$ cat src/rtl/sam_pkg.sv
// Shared types and constants for the SAM line transmitter.
package sam_pkg;

    localparam int unsigned N_W            = 4;
    localparam int unsigned T_LONG_DFLT    = 20;
    localparam int unsigned T_SHORT_DFLT   = 12;
    localparam int unsigned IDLE_GAP_DFLT  = 4;

    typedef enum logic [3:0] {
        IDLE,
        CFG_LEAD,
        CFG_SHIFT,
        CFG_GUARD,
        READY,
        BIT_HI,
        BIT_LO,
        STOP_HI,
        GAP
    } state_e;

    function automatic int unsigned max2(input int unsigned a, input int unsigned b);
        return (a > b) ? a : b;
    endfunction

endpackage

$ cat src/rtl/sam_pwm_bit.sv
// Pulse-width coder for one bit: long/short high then short/long low.
// With stop set, only the short high half is produced and done fires at its end.
module sam_pwm_bit
    import sam_pkg::*;
#(
    parameter int unsigned T_LONG  = T_LONG_DFLT,
    parameter int unsigned T_SHORT = T_SHORT_DFLT,
    parameter int unsigned CNT_W   = 5
) (
    input  logic clk,
    input  logic reset,
    input  logic start,
    input  logic bit_val,
    input  logic stop,
    output logic lvl_c,
    output logic hi_end_c,
    output logic done_c
);

    logic             active_q, active_d;
    logic             hi_q, hi_d;
    logic             bit_q, bit_d;
    logic             stop_q, stop_d;
    logic [CNT_W-1:0] cnt_q, cnt_d;
    logic [CNT_W-1:0] hi_len, lo_len;

    assign hi_len = bit_q ? CNT_W'(T_LONG)  : CNT_W'(T_SHORT);
    assign lo_len = bit_q ? CNT_W'(T_SHORT) : CNT_W'(T_LONG);

    always_ff @(posedge clk or negedge reset) begin
        if (!reset) begin
            active_q <= 1'b0;
            hi_q     <= 1'b0;
            bit_q    <= 1'b0;
            stop_q   <= 1'b0;
            cnt_q    <= '0;
        end else begin
            active_q <= active_d;
            hi_q     <= hi_d;
            bit_q    <= bit_d;
            stop_q   <= stop_d;
            cnt_q    <= cnt_d;
        end
    end

    // cnt holds the number of cycles already spent in the current half, starting at 1
    always_comb begin
        active_d = active_q;
        hi_d     = hi_q;
        bit_d    = bit_q;
        stop_d   = stop_q;
        cnt_d    = cnt_q;
        if (start) begin
            active_d = 1'b1;
            hi_d     = 1'b1;
            bit_d    = bit_val;
            stop_d   = stop;
            cnt_d    = CNT_W'(1);
        end else if (active_q) begin
            if (hi_q) begin
                if (cnt_q == hi_len) begin
                    hi_d  = 1'b0;
                    cnt_d = CNT_W'(1);
                    if (stop_q) begin
                        active_d = 1'b0;
                        cnt_d    = '0;
                    end
                end else begin
                    cnt_d = cnt_q + CNT_W'(1);
                end
            end else if (cnt_q == lo_len) begin
                active_d = 1'b0;
                cnt_d    = '0;
            end else begin
                cnt_d = cnt_q + CNT_W'(1);
            end
        end
    end

    assign hi_end_c = active_q && hi_q && (cnt_q == hi_len);
    assign done_c   = active_q && (hi_q ? (hi_end_c && stop_q) : (cnt_q == lo_len));
    assign lvl_c    = hi_d;

endmodule

$ cat src/rtl/sam_tx.sv
// SAM line transmitter: serial configuration with mode high, then
// pulse-width-coded messages each closed by a stop pulse and idle gap.
module sam_tx
    import sam_pkg::*;
#(
    parameter int unsigned KEY_W    = 8,
    parameter int unsigned MSG_W    = 8,
    parameter int unsigned T_LONG   = T_LONG_DFLT,
    parameter int unsigned T_SHORT  = T_SHORT_DFLT,
    parameter int unsigned IDLE_GAP = IDLE_GAP_DFLT
) (
    input  logic             clk,
    input  logic             reset,
    input  logic             cfg_start,
    input  logic [N_W-1:0]   cfg_n,
    input  logic [KEY_W-1:0] cfg_d,
    input  logic [KEY_W-1:0] cfg_capsn,
    input  logic             msg_valid,
    input  logic [MSG_W-1:0] msg_data,
    output logic             msg_ready,
    output logic             str,
    output logic             mode,
    output logic             busy,
    output logic             cfg_done,
    output logic             cfg_err
);

    localparam int unsigned SR_W  = N_W + 2 * KEY_W;
    localparam int unsigned SH_W  = $clog2(max2(SR_W, IDLE_GAP) + 1);
    localparam int unsigned CNT_W = $clog2(max2(T_LONG, IDLE_GAP) + 1);
    localparam int unsigned IDX_W = (MSG_W > 1) ? $clog2(MSG_W) : 1;

    state_e           state_q, state_d;
    logic [SR_W-1:0]  sr_q, sr_d;
    logic [N_W-1:0]   n_q, n_d;
    logic [SH_W-1:0]  cnt_q, cnt_d;
    logic [MSG_W-1:0] msg_q, msg_d;
    logic [IDX_W-1:0] idx_q, idx_d;
    logic             cfg_done_d, cfg_err_d;
    logic             str_d, mode_d, busy_d, msg_ready_d;
    logic             pwm_start, pwm_bit, pwm_stop;
    logic             pwm_lvl, pwm_hi_end, pwm_done;
    logic [IDX_W-1:0] first_idx;

    assign first_idx = IDX_W'(n_q - N_W'(1));

    sam_pwm_bit #(
        .T_LONG  (T_LONG),
        .T_SHORT (T_SHORT),
        .CNT_W   (CNT_W)
    ) u_pwm (
        .clk      (clk),
        .reset    (reset),
        .start    (pwm_start),
        .bit_val  (pwm_bit),
        .stop     (pwm_stop),
        .lvl_c    (pwm_lvl),
        .hi_end_c (pwm_hi_end),
        .done_c   (pwm_done)
    );

    always_ff @(posedge clk or negedge reset) begin
        if (!reset) begin
            state_q   <= IDLE;
            sr_q      <= '0;
            n_q       <= '0;
            cnt_q     <= '0;
            msg_q     <= '0;
            idx_q     <= '0;
            str       <= 1'b0;
            mode      <= 1'b0;
            busy      <= 1'b0;
            msg_ready <= 1'b0;
            cfg_done  <= 1'b0;
            cfg_err   <= 1'b0;
        end else begin
            state_q   <= state_d;
            sr_q      <= sr_d;
            n_q       <= n_d;
            cnt_q     <= cnt_d;
            msg_q     <= msg_d;
            idx_q     <= idx_d;
            str       <= str_d;
            mode      <= mode_d;
            busy      <= busy_d;
            msg_ready <= msg_ready_d;
            cfg_done  <= cfg_done_d;
            cfg_err   <= cfg_err_d;
        end
    end

    // Outputs are computed from the next state so each registered level lines up with its state
    always_comb begin
        state_d    = state_q;
        sr_d       = sr_q;
        n_d        = n_q;
        cnt_d      = cnt_q;
        msg_d      = msg_q;
        idx_d      = idx_q;
        cfg_done_d = cfg_done;
        cfg_err_d  = cfg_err;
        pwm_start  = 1'b0;
        pwm_bit    = 1'b0;
        pwm_stop   = 1'b0;

        case (state_q)
            IDLE, READY: begin
                if (cfg_start) begin
                    state_d    = CFG_LEAD;
                    sr_d       = {cfg_n, cfg_d, cfg_capsn};
                    n_d        = cfg_n;
                    cnt_d      = '0;
                    cfg_err_d  = (cfg_n == '0) || (32'(cfg_n) > MSG_W);
                    cfg_done_d = 1'b0;
                end else if ((state_q == READY) && msg_valid && msg_ready) begin
                    state_d   = BIT_HI;
                    msg_d     = msg_data;
                    idx_d     = first_idx;
                    pwm_start = 1'b1;
                    pwm_bit   = msg_data[first_idx];
                end
            end
            CFG_LEAD: state_d = CFG_SHIFT;
            CFG_SHIFT: begin
                if (cnt_q == SH_W'(SR_W - 1)) begin
                    state_d = CFG_GUARD;
                end else begin
                    cnt_d = cnt_q + SH_W'(1);
                end
            end
            CFG_GUARD: begin
                state_d    = READY;
                cfg_done_d = 1'b1;
            end
            BIT_HI: begin
                if (pwm_hi_end) begin
                    state_d = BIT_LO;
                end
            end
            BIT_LO: begin
                if (pwm_done) begin
                    pwm_start = 1'b1;
                    if (idx_q == '0) begin
                        state_d  = STOP_HI;
                        pwm_stop = 1'b1;
                    end else begin
                        state_d = BIT_HI;
                        idx_d   = idx_q - IDX_W'(1);
                        pwm_bit = msg_q[idx_q - IDX_W'(1)];
                    end
                end
            end
            STOP_HI: begin
                if (pwm_done) begin
                    state_d = GAP;
                    cnt_d   = '0;
                end
            end
            GAP: begin
                if (cnt_q == SH_W'(IDLE_GAP - 1)) begin
                    state_d = READY;
                end else begin
                    cnt_d = cnt_q + SH_W'(1);
                end
            end
            default: state_d = IDLE;
        endcase

        // The MSB is presented and shifted out on every edge that lands in CFG_SHIFT
        if (state_d == CFG_SHIFT) begin
            sr_d = {sr_q[SR_W-2:0], 1'b0};
        end

        if (state_d == CFG_SHIFT) begin
            str_d = sr_q[SR_W-1];
        end else if (state_d inside {BIT_HI, BIT_LO, STOP_HI}) begin
            str_d = pwm_lvl;
        end else begin
            str_d = 1'b0;
        end
        mode_d      = state_d inside {CFG_LEAD, CFG_SHIFT};
        busy_d      = !(state_d inside {IDLE, READY});
        msg_ready_d = (state_d == READY) && cfg_done_d && !cfg_err_d;
    end

endmodule
$ cat config.mk
export PLATFORM = sky130hd
export DESIGN_NAME = sam_tx
export DESIGN_NICKNAME = d
export VERILOG_FILES = /design/src/rtl/sam_pkg.sv /design/src/rtl/sam_pwm_bit.sv /design/src/rtl/sam_tx.sv
export SDC_FILE = /design/constraint.sdc
export NUM_CORES = 1
export LEC_CHECK = 0
export CAP_MARGIN = 10
export CORE_ASPECT_RATIO = 0.7
export CORE_MARGIN = 2
export CORE_UTILIZATION = 30
export DETAILED_ROUTE_END_ITERATION = 12
export SLEW_MARGIN = 30
export SYNTH_ARGS = -nofsm -noshare
export SYNTH_HDL_FRONTEND = slang
export SYNTH_HIERARCHICAL = 1
export SYNTH_SLANG_ARGS = --single-unit
$ cat constraint.sdc
create_clock -name clk -period 3.3 [get_ports clk]
set_input_delay 0.66 -clock clk [delete_from_list [all_inputs] [get_ports clk]]
set_output_delay 0.66 -clock clk [all_outputs]
set_load 0.05 [all_outputs]
==> results of run 1 <==
-- cell type report --
type	instances	area, um^2
inverter	15	56.3
fill	1010	6370
timing repair buffer	42	415
sequential	58	1450
clock inverter	5	77.6
tap	132	165
multi-input combinational	241	1700
clock buffer	11	243
-- state kept, by name, indices dropped and copies added, names as in the netlist, 3 cells and up --
name and count:
cnt_q 5, idx_q 3, msg_q 8, n_q 3, sr_q 20, state_q 4, u_pwm/cnt_q 5
-- worst max-delay path: stages, from the launching register on --
cell      delay [ns]
dfrtp_1         0.48
or3b_1          0.41
a211oi_2        0.27
a21oi_1         0.14
nor2_2          0.23
nand4b_1        0.16
a21oi_1         0.08
nand4b_2        0.30
nor3b_4         0.25
buf_12          0.19
mux2_2          0.35
-- logic make-up (layout without fill, tap and decap cells) --
family,count (synthesis),after routing,share of synthesized area [%]
adder cells (fa/ha/maj),6,6,2.29
XOR/XNOR,5,5,1.34
flip-flops,58,58,44.4
multiplexers,41,41,15.3
buffers and inverters,28,73,4.05
AO/OA/AOI/OAI,54,54,11.1
AND/OR/NAND/NOR,135,135,21.6
-- routing by layer --
metal / track usage, % / share of wire (%) / up-vias
li1: - / - / 1237
met1: 20.3 / 53 / 1178
met2: 16.9 / 40 / 55
met3: 4.12 / 5.1 / 10
met4: 5.53 / 1.8 / 0
met5: 0 / 0 / -
-- report_power, final --
| group | internal (mW) | switching [mW] | total, mW |
|---|---|---|---|
| clock network | 0.678 | 0.321 | 0.999 |
| logic | 0.119 | 0.116 | 0.235 |
| registers | 0.750 | 0.0289 | 0.778 |
| total | 1.55 | 0.467 | 2.01 |
-- worst paths after layout --
| check | endpoint | cells past startpoint |
|---|---|---|
| min in group clk | sr_q[12] | 1 |
| max | sr_q[6] | 10 |
| min reg2reg | sr_q[12] | 1 |
| min | u_pwm/cnt_q[4] | 1 |
| max reg2reg | sr_q[6] | 10 |
| max in group asynchronous | n_q[1] | 2 |
-- Yosys cell counts (all sizes together) (3+ instances only) --
| master | instances | area share, % |
|---|---|---|
| a211oi | 3 | 0.84 |
| a21o | 4 | 0.92 |
| a21oi | 12 | 1.8 |
| buf | 8 | 1.8 |
| clkbuf | 5 | 0.57 |
| dfrtp | 58 | 44 |
| ha | 6 | 2.3 |
| inv | 15 | 1.7 |
| mux2 | 32 | 11 |
| mux2i | 5 | 1.5 |
| mux4 | 4 | 2.8 |
| nand2 | 72 | 8.3 |
| nand2b | 6 | 1.1 |
| nand3 | 6 | 1.1 |
| nand3b | 4 | 0.92 |
| nand4b | 3 | 0.99 |
| nor2 | 10 | 1.2 |
| nor2b | 5 | 0.96 |
| nor3b | 5 | 1.5 |
| o211ai | 3 | 0.84 |
| o21ai | 14 | 2.3 |
| o22ai | 6 | 1.1 |
| or3 | 3 | 0.57 |
| or3b | 3 | 0.80 |
| xnor2 | 3 | 0.80 |
-- what timing repair did --
item | 4_1_cts | 5_1_grt
setup buffers | 0 | 0
hold buffers | 0 | 0
resized for setup | 0 | 1
endpoints found under the hold margin | 0 | 0
endpoints found under the setup margin | 0 | 3
-- per-stage QoR --
step                setup WS [ns]  util, %
finish                      0.290     39.2
global route               0.0906     39.2
CTS                         0.214     39.2
detailed placement          0.234     36.1
global placement            0.354     36.1
floorplan                   0.558        -
==> impl_metrics.json, run 1 <==
{
  "fin_crit_ns": 3.01,
  "rsz0062_at_grt": "false",
  "h-tree-depth": 3,
  "cts.sinks": 58,
  "ant_nets": 0,
  "syn_nets": 365,
  "root_buffer": "clkbuf_16",
  "grt-ovfl-total": 0,
  "clockBufferDepth": 2,
  "via_per_inst": 4.92,
  "antenna_found_initial": 0,
  "grt_max_degree": 27,
  "setup_viol_count_final": 0,
  "power_density_mw_per_mm2": 491,
  "critPathArrivalTime_ns": 3.22,
  "max_freq_mhz": 332,
  "grt_pass1_vias": 2415,
  "fin_worst_skew_ns": 0.00568,
  "clk_pin_slew_ns": 0.05,
  "layout_common_cells": "72 x nand2_1, 58 x dfrtp_1, 36 x clkdlybuf4s50_1, 18 x mux2_1, 15 x inv_1",
  "numCtsBuffers": 9,
  "ios": 38,
  "crit_fanout": 22,
  "worstSetupStartpoint": "u_pwm/cnt_q[3]",
  "hold_viol_final": 0,
  "syn2layout_area_growth_pct": 25.4,
  "drv_cap": 0,
  "synth_ff_type": "dfrtp_1",
  "layout_commonest_cell": "nand2_1",
  "rows": 31,
  "synthArstFlopShare_pct": 100,
  "antennaDiodeCount": 0,
  "routed_wl_um": 7010,
  "yosysSeqAreaShare_pct": 44.4,
  "leakage_nw": 1.80,
  "synth_edf_count": 0,
  "layout-drive-gt1-share_pct": 14.8,
  "die_h_um": 91.4,
  "cp.required_ns": 3.51,
  "core_mm2": 0.0105,
  "firstDrtPassIters": 4,
  "reg2reg_from": "u_pwm/cnt_q[3]",
  "r2r_setup_slack_ns": 0.29,
  "die_w_um": 129,
  "die_area_mm2": 0.0118,
  "slew_headroom_pct": 51.6,
  "num_vias": 2480,
  "design_area_mm2": 0.00410,
  "ys_ff_latch": 58,
  "outcome": "finished clean",
  "hp-class": "input pin to asynchronous set/reset pin",
  "setup_tns_ns": 0,
  "dpl.cell_count": 488,
  "final-max-slew-violation-count": 0,
  "syn_area_mm2": 0.00327,
  "fin_hold_ws_ns": 0.337,
  "critPathLaunchType": "flop",
  "port_buffers": 37,
  "end_kind": "flop",
  "hpwl_um": 5040,
  "clkLatencyLatePin_ns": 0.33,
  "synth_cell_types": 60,
  "fin_cells": 504,
  "yosysWarnings": 6,
  "critPathKind": "flop to flop",
  "finalCritPeriodShare_pct": 91.2,
  "cts_tree": "done",
  "gp_congestion": 0.758,
  "finalPower_mw": 2.01,
  "ir_drop_mv": 0.303,
  "drc": 0,
  "post_synth.cell_area_avg_um2": 10.0,
  "grt_util_all_layers_pct": 13.3,
  "grt_pass1_wl_um": 12200,
  "worstMarginPinSlew_ns": 0.727,
  "nNetsFinal": 405,
  "drt-initial-drc-count": 137,
  "postPlaceCellArea_mm2": 0.00378,
  "wl_per_cell_um": 13.9,
  "syn_inst": 327,
  "initial_utilization_pct": 31.2
}
(Power assumes the default switching activity.)
==> inputs of run 2 (changes only) <==
CELL_PAD_IN_SITES_DETAIL_PLACEMENT = 1   (was not set)
CELL_PAD_IN_SITES_GLOBAL_PLACEMENT = 1   (was not set)
PLACE_DENSITY_LB_ADDON = 0.1   (was not set)
==> run 2 against run 1 <==
- worst hold slack better by 0.026 ns
- clock-buffer cell count down 1
- first-iteration DRC count is 23% lower
- sequential power barely moved
- critical path type unchanged
- critical endpoint is now sr_q[1]
==> impl_metrics.json, run 2 (synthesis gave the netlist of run 1 again) <==
{
  "hp-class": "input pin to asynchronous set/reset pin",
  "die_w_um": 129,
  "drt-initial-drc-count": 106,
  "wl_per_cell_um": 16.2,
  "die_h_um": 91.4,
  "critPathKind": "flop to flop",
  "crit_slowest_cell": "dfrtp_1",
  "top_usage_layer": "met2",
  "critPathArrivalTime_ns": 3.15,
  "setup_viol_count_final": 0,
  "firstDrtPassIters": 4,
  "leakage_nw": 1.81,
  "use_met2_pct": 23.1,
  "grt_pass1_vias": 2729,
  "setup_tns_ns": 0,
  "clockBufferDepth": 2,
  "critPathLaunchType": "flop",
  "grt-ovfl-total": 0,
  "grt_util_all_layers_pct": 15.4,
  "ant_nets": 0,
  "routed_wl_um": 8160,
  "grt_pass1_wl_um": 14200,
  "layout_commonest_cell": "nand2_1",
  "fin_crit_ns": 2.94,
  "fin_hold_ws_ns": 0.363,
  "r2r_cells": 12,
  "syn2layout_area_growth_pct": 25.8,
  "root_buffer": "clkbuf_16",
  "ir_drop_mv": 0.213,
  "numCtsBuffers": 9,
  "initial_utilization_pct": 31.2,
  "top_register": "sr_q",
  "rsz0062_at_grt": "false",
  "r2r_end": "sr_q[1]",
  "critical_path.max_stage_delay_ns": 0.43,
  "hpwl_um": 5790,
  "worstMarginPinSlew_ns": 0.786,
  "use_met1_pct": 21.3,
  "slew_headroom_pct": 47.6,
  "crit_fanout": 22,
  "layout-drive-gt1-share_pct": 15.0,
  "nNetsFinal": 406,
  "hold_viol_final": 0,
  "ios": 38,
  "holdBufCountCts": 0,
  "fin_worst_skew_ns": 0.00518,
  "layout_common_cells": "72 x nand2_1, 58 x dfrtp_1, 36 x clkdlybuf4s50_1, 18 x mux2_1, 15 x inv_1",
  "cp.required_ns": 3.51,
  "fill_cells": 1193,
  "num_vias": 2556,
  "gp_congestion": 0.743,
  "clk_pin_slew_ns": 0.05,
  "outcome": "finished clean",
  "die_area_mm2": 0.0118,
  "drv_cap": 0,
  "grt_use_met3_pct": 4.71,
  "power_density_mw_per_mm2": 499,
  "crit_chain": "inv_1, ha_1, nand2_1, a211oi_2, a21oi_1, nor2_1, nand4_1, o211ai_1, o21ai_2, nor3b_4, buf_12, mux2_1",
  "dpl.cell_count": 489,
  "core_mm2": 0.0105,
  "via_per_inst": 5.06,
  "reg_top3": "sr_q (20), msg_q (8)",
  "antennaDiodeCount": 0,
  "drc": 0,
  "h-tree-depth": 3,
  "finalPower_mw": 2.05,
  "grt_max_degree": 28,
  "port_buffers": 37,
  "r2r_setup_slack_ns": 0.36,
  "largest_register_ffs": 20,
  "reg2reg_from": "u_pwm/cnt_q[0]",
  "final-max-slew-violation-count": 0,
  "postCtsSetupBuffers": 0,
  "clkLatencyLatePin_ns": 0.33,
  "cts.sinks": 58,
  "cts_tree": "done",
  "post_cts_resized": 0,
  "fin_cells": 505,
  "finalCritPeriodShare_pct": 89.0,
  "rows": 31,
  "end_kind": "flop",
  "antenna_found_initial": 0,
  "max_freq_mhz": 340
}
## run 2: worst max-delay path by stage
| stage | startpoint | end |
|---|---|---|
| 4_1_cts | u_pwm/cnt_q[0] | sr_q[7] |
| 2_1_floorplan | u_pwm/bit_q | sr_q[10] |
| 6_report | u_pwm/cnt_q[0] | sr_q[1] |
| 5_1_grt | u_pwm/cnt_q[0] | sr_q[13] |
| 3_5_place_dp | u_pwm/cnt_q[0] | sr_q[7] |
| 3_3_place_gp | u_pwm/cnt_q[3] | sr_q[5] |
## run 2: report_power, final
group	switching, mW	internal, mW	leakage [nW]
clock	0.353	0.682	0.155
sequential	0.0306	0.749	0.740
combinational	0.119	0.119	0.910
## run 2: cell type report
class,instances,area (um^2),share of cell area (%)
Clock buffer,10,239,5.81
Inverter,15,56.3,1.37
Tap cell,132,165,4.01
Multi-Input combinational cell,241,1690,41.1
Timing Repair Buffer,43,423,10.3
Sequential cell,58,1450,35.3
Clock inverter,6,88.8,2.16
## run 2: layer usage
layer	wire, um	vias to the layer above
li1	-	1236
met1	4170	1275
met2	3620	37
met3	279	8
met4	91	0
met5	0	-
## run 2: through the flow
stage	util, %	worst slack [ns]	instance area [um^2]
after floorplan	-	0.558	3270
after global routing	39.3	0.0990	4120
after detailed placement	36.2	0.372	3790
after global placement	36.2	0.438	3790
after CTS	39.3	0.341	4120
final	39.3	0.362	4120
## run 2: worst max-delay path: cells and delay by family (launching register included)
family	cells	cell delay [ns]
AND/OR/NAND/NOR	4	0.78
AO/OA/AOI/OAI	4	0.80
adder cells (fa/ha/maj)	1	0.15
multiplexers	1	0.34
buffers and inverters	2	0.29
flip-flops	1	0.43
==> inputs of run 3 (changes only) <==
GPL_TIMING_DRIVEN = 0   (was not set)
==> run 3 against run 2 <==
- clock skew rose by 0.00081 ns
- design area rose by 1.1%
- die area did not move
- clock power fell by 11%
- worst hold slack got worse by 0.18 ns
- combinational power rose by 5%
- flip-flop and latch count did not move
- critical path type unchanged
- critical endpoint is now sr_q[15]
- largest power group unchanged
==> impl_metrics.json, run 3 (synthesis gave the netlist of run 1 again) <==
{
  "hp-class": "input pin to asynchronous set/reset pin",
  "cts_tree": "done",
  "antennaDiodeCount": 0,
  "routed_wl_um": 8330,
  "clockBufferDepth": 2,
  "rsz0062_at_grt": "false",
  "port_buffers": 37,
  "crit_fanout": 10,
  "die_w_um": 129,
  "internal_power_mw": 1.47,
  "r2r_end": "sr_q[15]",
  "r2r_setup_slack_ns": 0.26,
  "multiInputGateArea_mm2": 0.00170,
  "layout-drive-gt1-share_pct": 16.4,
  "drc": 0,
  "hpwl_um": 6020,
  "largest_register_ffs": 20,
  "use_met1_pct": 22.2,
  "pwr-share-comb_pct": 12.8,
  "leakage_nw": 1.84,
  "critical_path.max_stage_delay_ns": 0.43,
  "clkLatencyLatePin_ns": 0.33,
  "grt_max_degree": 46,
  "cts.sinks": 58,
  "finalWorstSetupSlack_ns": 0.263,
  "top_usage_layer": "met2",
  "hold_viol_final": 0,
  "layout_common_cells": "71 x nand2_1, 57 x dfrtp_1, 36 x clkdlybuf4s50_1, 18 x mux2_1, 15 x inv_1",
  "finalCritPeriodShare_pct": 92.0,
  "critPathKind": "flop to flop",
  "slew_headroom_pct": 48.5,
  "cp.required_ns": 3.51,
  "outcome": "finished clean",
  "worstMarginPinSlew_ns": 0.766,
  "use_met2_pct": 23.5,
  "setup_viol_count_final": 0,
  "gp_congestion": 0.760,
  "holdBufCountCts": 0,
  "place_ws_ns": 0.0763,
  "end_kind": "flop",
  "r2r_cells": 10,
  "grt_use_met3_pct": 4.48,
  "nNetsFinal": 418,
  "ir_drop_mv": 0.248,
  "final-max-slew-violation-count": 0,
  "fin_crit_ns": 3.04,
  "ios": 38,
  "clk_pin_slew_ns": 0.05,
  "die_h_um": 91.4,
  "grt_pass1_wl_um": 14500,
  "cp_common_cell": "a21oi_1",
  "firstDrtPassIters": 4,
  "layout_commonest_cell": "nand2_1",
  "top_register": "sr_q",
  "cp-endpoint": "sr_q[15]",
  "root_buffer": "clkbuf_16",
  "reg2reg_from": "u_pwm/bit_q",
  "p_clk_share_pct": 47.4,
  "die_area_mm2": 0.0118,
  "fill_cells": 1200,
  "syn2layout_area_growth_pct": 27.2,
  "fin_worst_skew_ns": 0.00599,
  "core_mm2": 0.0105,
  "grt_pass1_vias": 2752,
  "setup_tns_ns": 0,
  "wl_per_cell_um": 16.1,
  "drv_cap": 0,
  "initial_utilization_pct": 31.2,
  "ant_nets": 0,
  "antenna_found_initial": 0,
  "max_freq_mhz": 329,
  "crit_slowest_cell": "dfrtp_1",
  "crit_chain": "or3b_1, a211oi_2, a21oi_1, nor2_2, nand4b_1, a21oi_1, nand4b_2, nor3b_4, buf_6, mux2_1",
  "power.switching_uw": 479,
  "via_per_inst": 5.06,
  "critPathArrivalTime_ns": 3.24,
  "p_seq_share_pct": 39.8,
  "grt_util_all_layers_pct": 15.8,
  "finalPower_mw": 1.95,
  "rows": 31,
  "numCtsBuffers": 9,
  "drt-initial-drc-count": 70,
  "worstSetupStartpoint": "u_pwm/bit_q",
  "reg_top3": "sr_q (20), msg_q (8)",
  "swShare_pct": 24.6,
  "critPathLaunchType": "flop",
  "h-tree-depth": 3,
  "grt-ovfl-total": 0,
  "final-seq-area_mm2": 0.00145,
  "power_density_mw_per_mm2": 469,
  "num_vias": 2610
}
==> run 3: cell types whose count changed in the layout (fill, tap and decap cells not counted), moves of 2 or more <==
cell | before | now
clkbuf_1 | 0 | 7
clkinvlp_4 | 2 | 0
buf_6 | 0 | 2
buf_4 | 5 | 7
buf_2 | 1 | 4
==> run 3: critical path: cells and delay by family (launching register included) <==
kind / cells / cell delay [ns]
AO/OA/AOI/OAI: 3 / 0.46
multiplexers: 1 / 0.34
buffers and inverters: 1 / 0.21
AND/OR/NAND/NOR: 5 / 1.47
flip-flops: 1 / 0.43
==> run 3: layout make-up <==
class                      instances  area share, %
timing repair buffer              42           10.2
sequential                        58           34.9
inverter                          15           1.35
buffer                            13           1.83
clock buffer                      12           5.92
tap                              132           3.97
multi-input combinational        241           40.8
clock inverter                     3          0.962
==> run 3: worst min path at each step <==
stage | slack [ns] | to | cells past startpoint
global route | 0.18 | msg_q[5] | 1
global placement | 0.47 | str | 1
CTS | 0.18 | msg_q[0] | 1
floorplan | 0.36 | busy | 0
detailed placement | 0.48 | sr_q[8] | 1
finish | 0.19 | msg_q[5] | 1
==> run 3: metal layers <==
layer | vias to the layer above | part of all wire, %
li1 | 1254 | -
met1 | 1298 | 51
met2 | 47 | 44
met3 | 11 | 3.6
met4 | 0 | 1.3
met5 | - | 0
==> run 3: power by group through the flow <==
stage / registers, mW / clock network, mW / logic (mW)
global placement: 0.788 / 0 / 0.243
detailed placement: 0.788 / 0 / 0.251
finish: 0.776 / 0.925 / 0.251
CTS: 0.776 / 0.955 / 0.253
floorplan: 0.794 / 0 / 0.135
global route: 0.781 / 0.990 / 0.282
==> run 3: metrics by stage <==
step / util, % / hold WS, ns / cells / instance area, um^2
after CTS: 39.3 / 0.175 / 512 / 4120
after global routing: 39.7 / 0.185 / 516 / 4160
after floorplan: - / 0.364 / 327 / 3270
after global placement: 36.4 / 0.474 / 496 / 3810
after detailed placement: 36.6 / 0.480 / 497 / 3830
final: 39.7 / 0.185 / 516 / 4160
==> run 3: what timing repair did <==
| item | CTS | global route |
|---|---|---|
| gates resized for setup | 0 | 4 |
| setup endpoints to repair | 0 | 21 |
| buffers inserted | 0 | 4 |
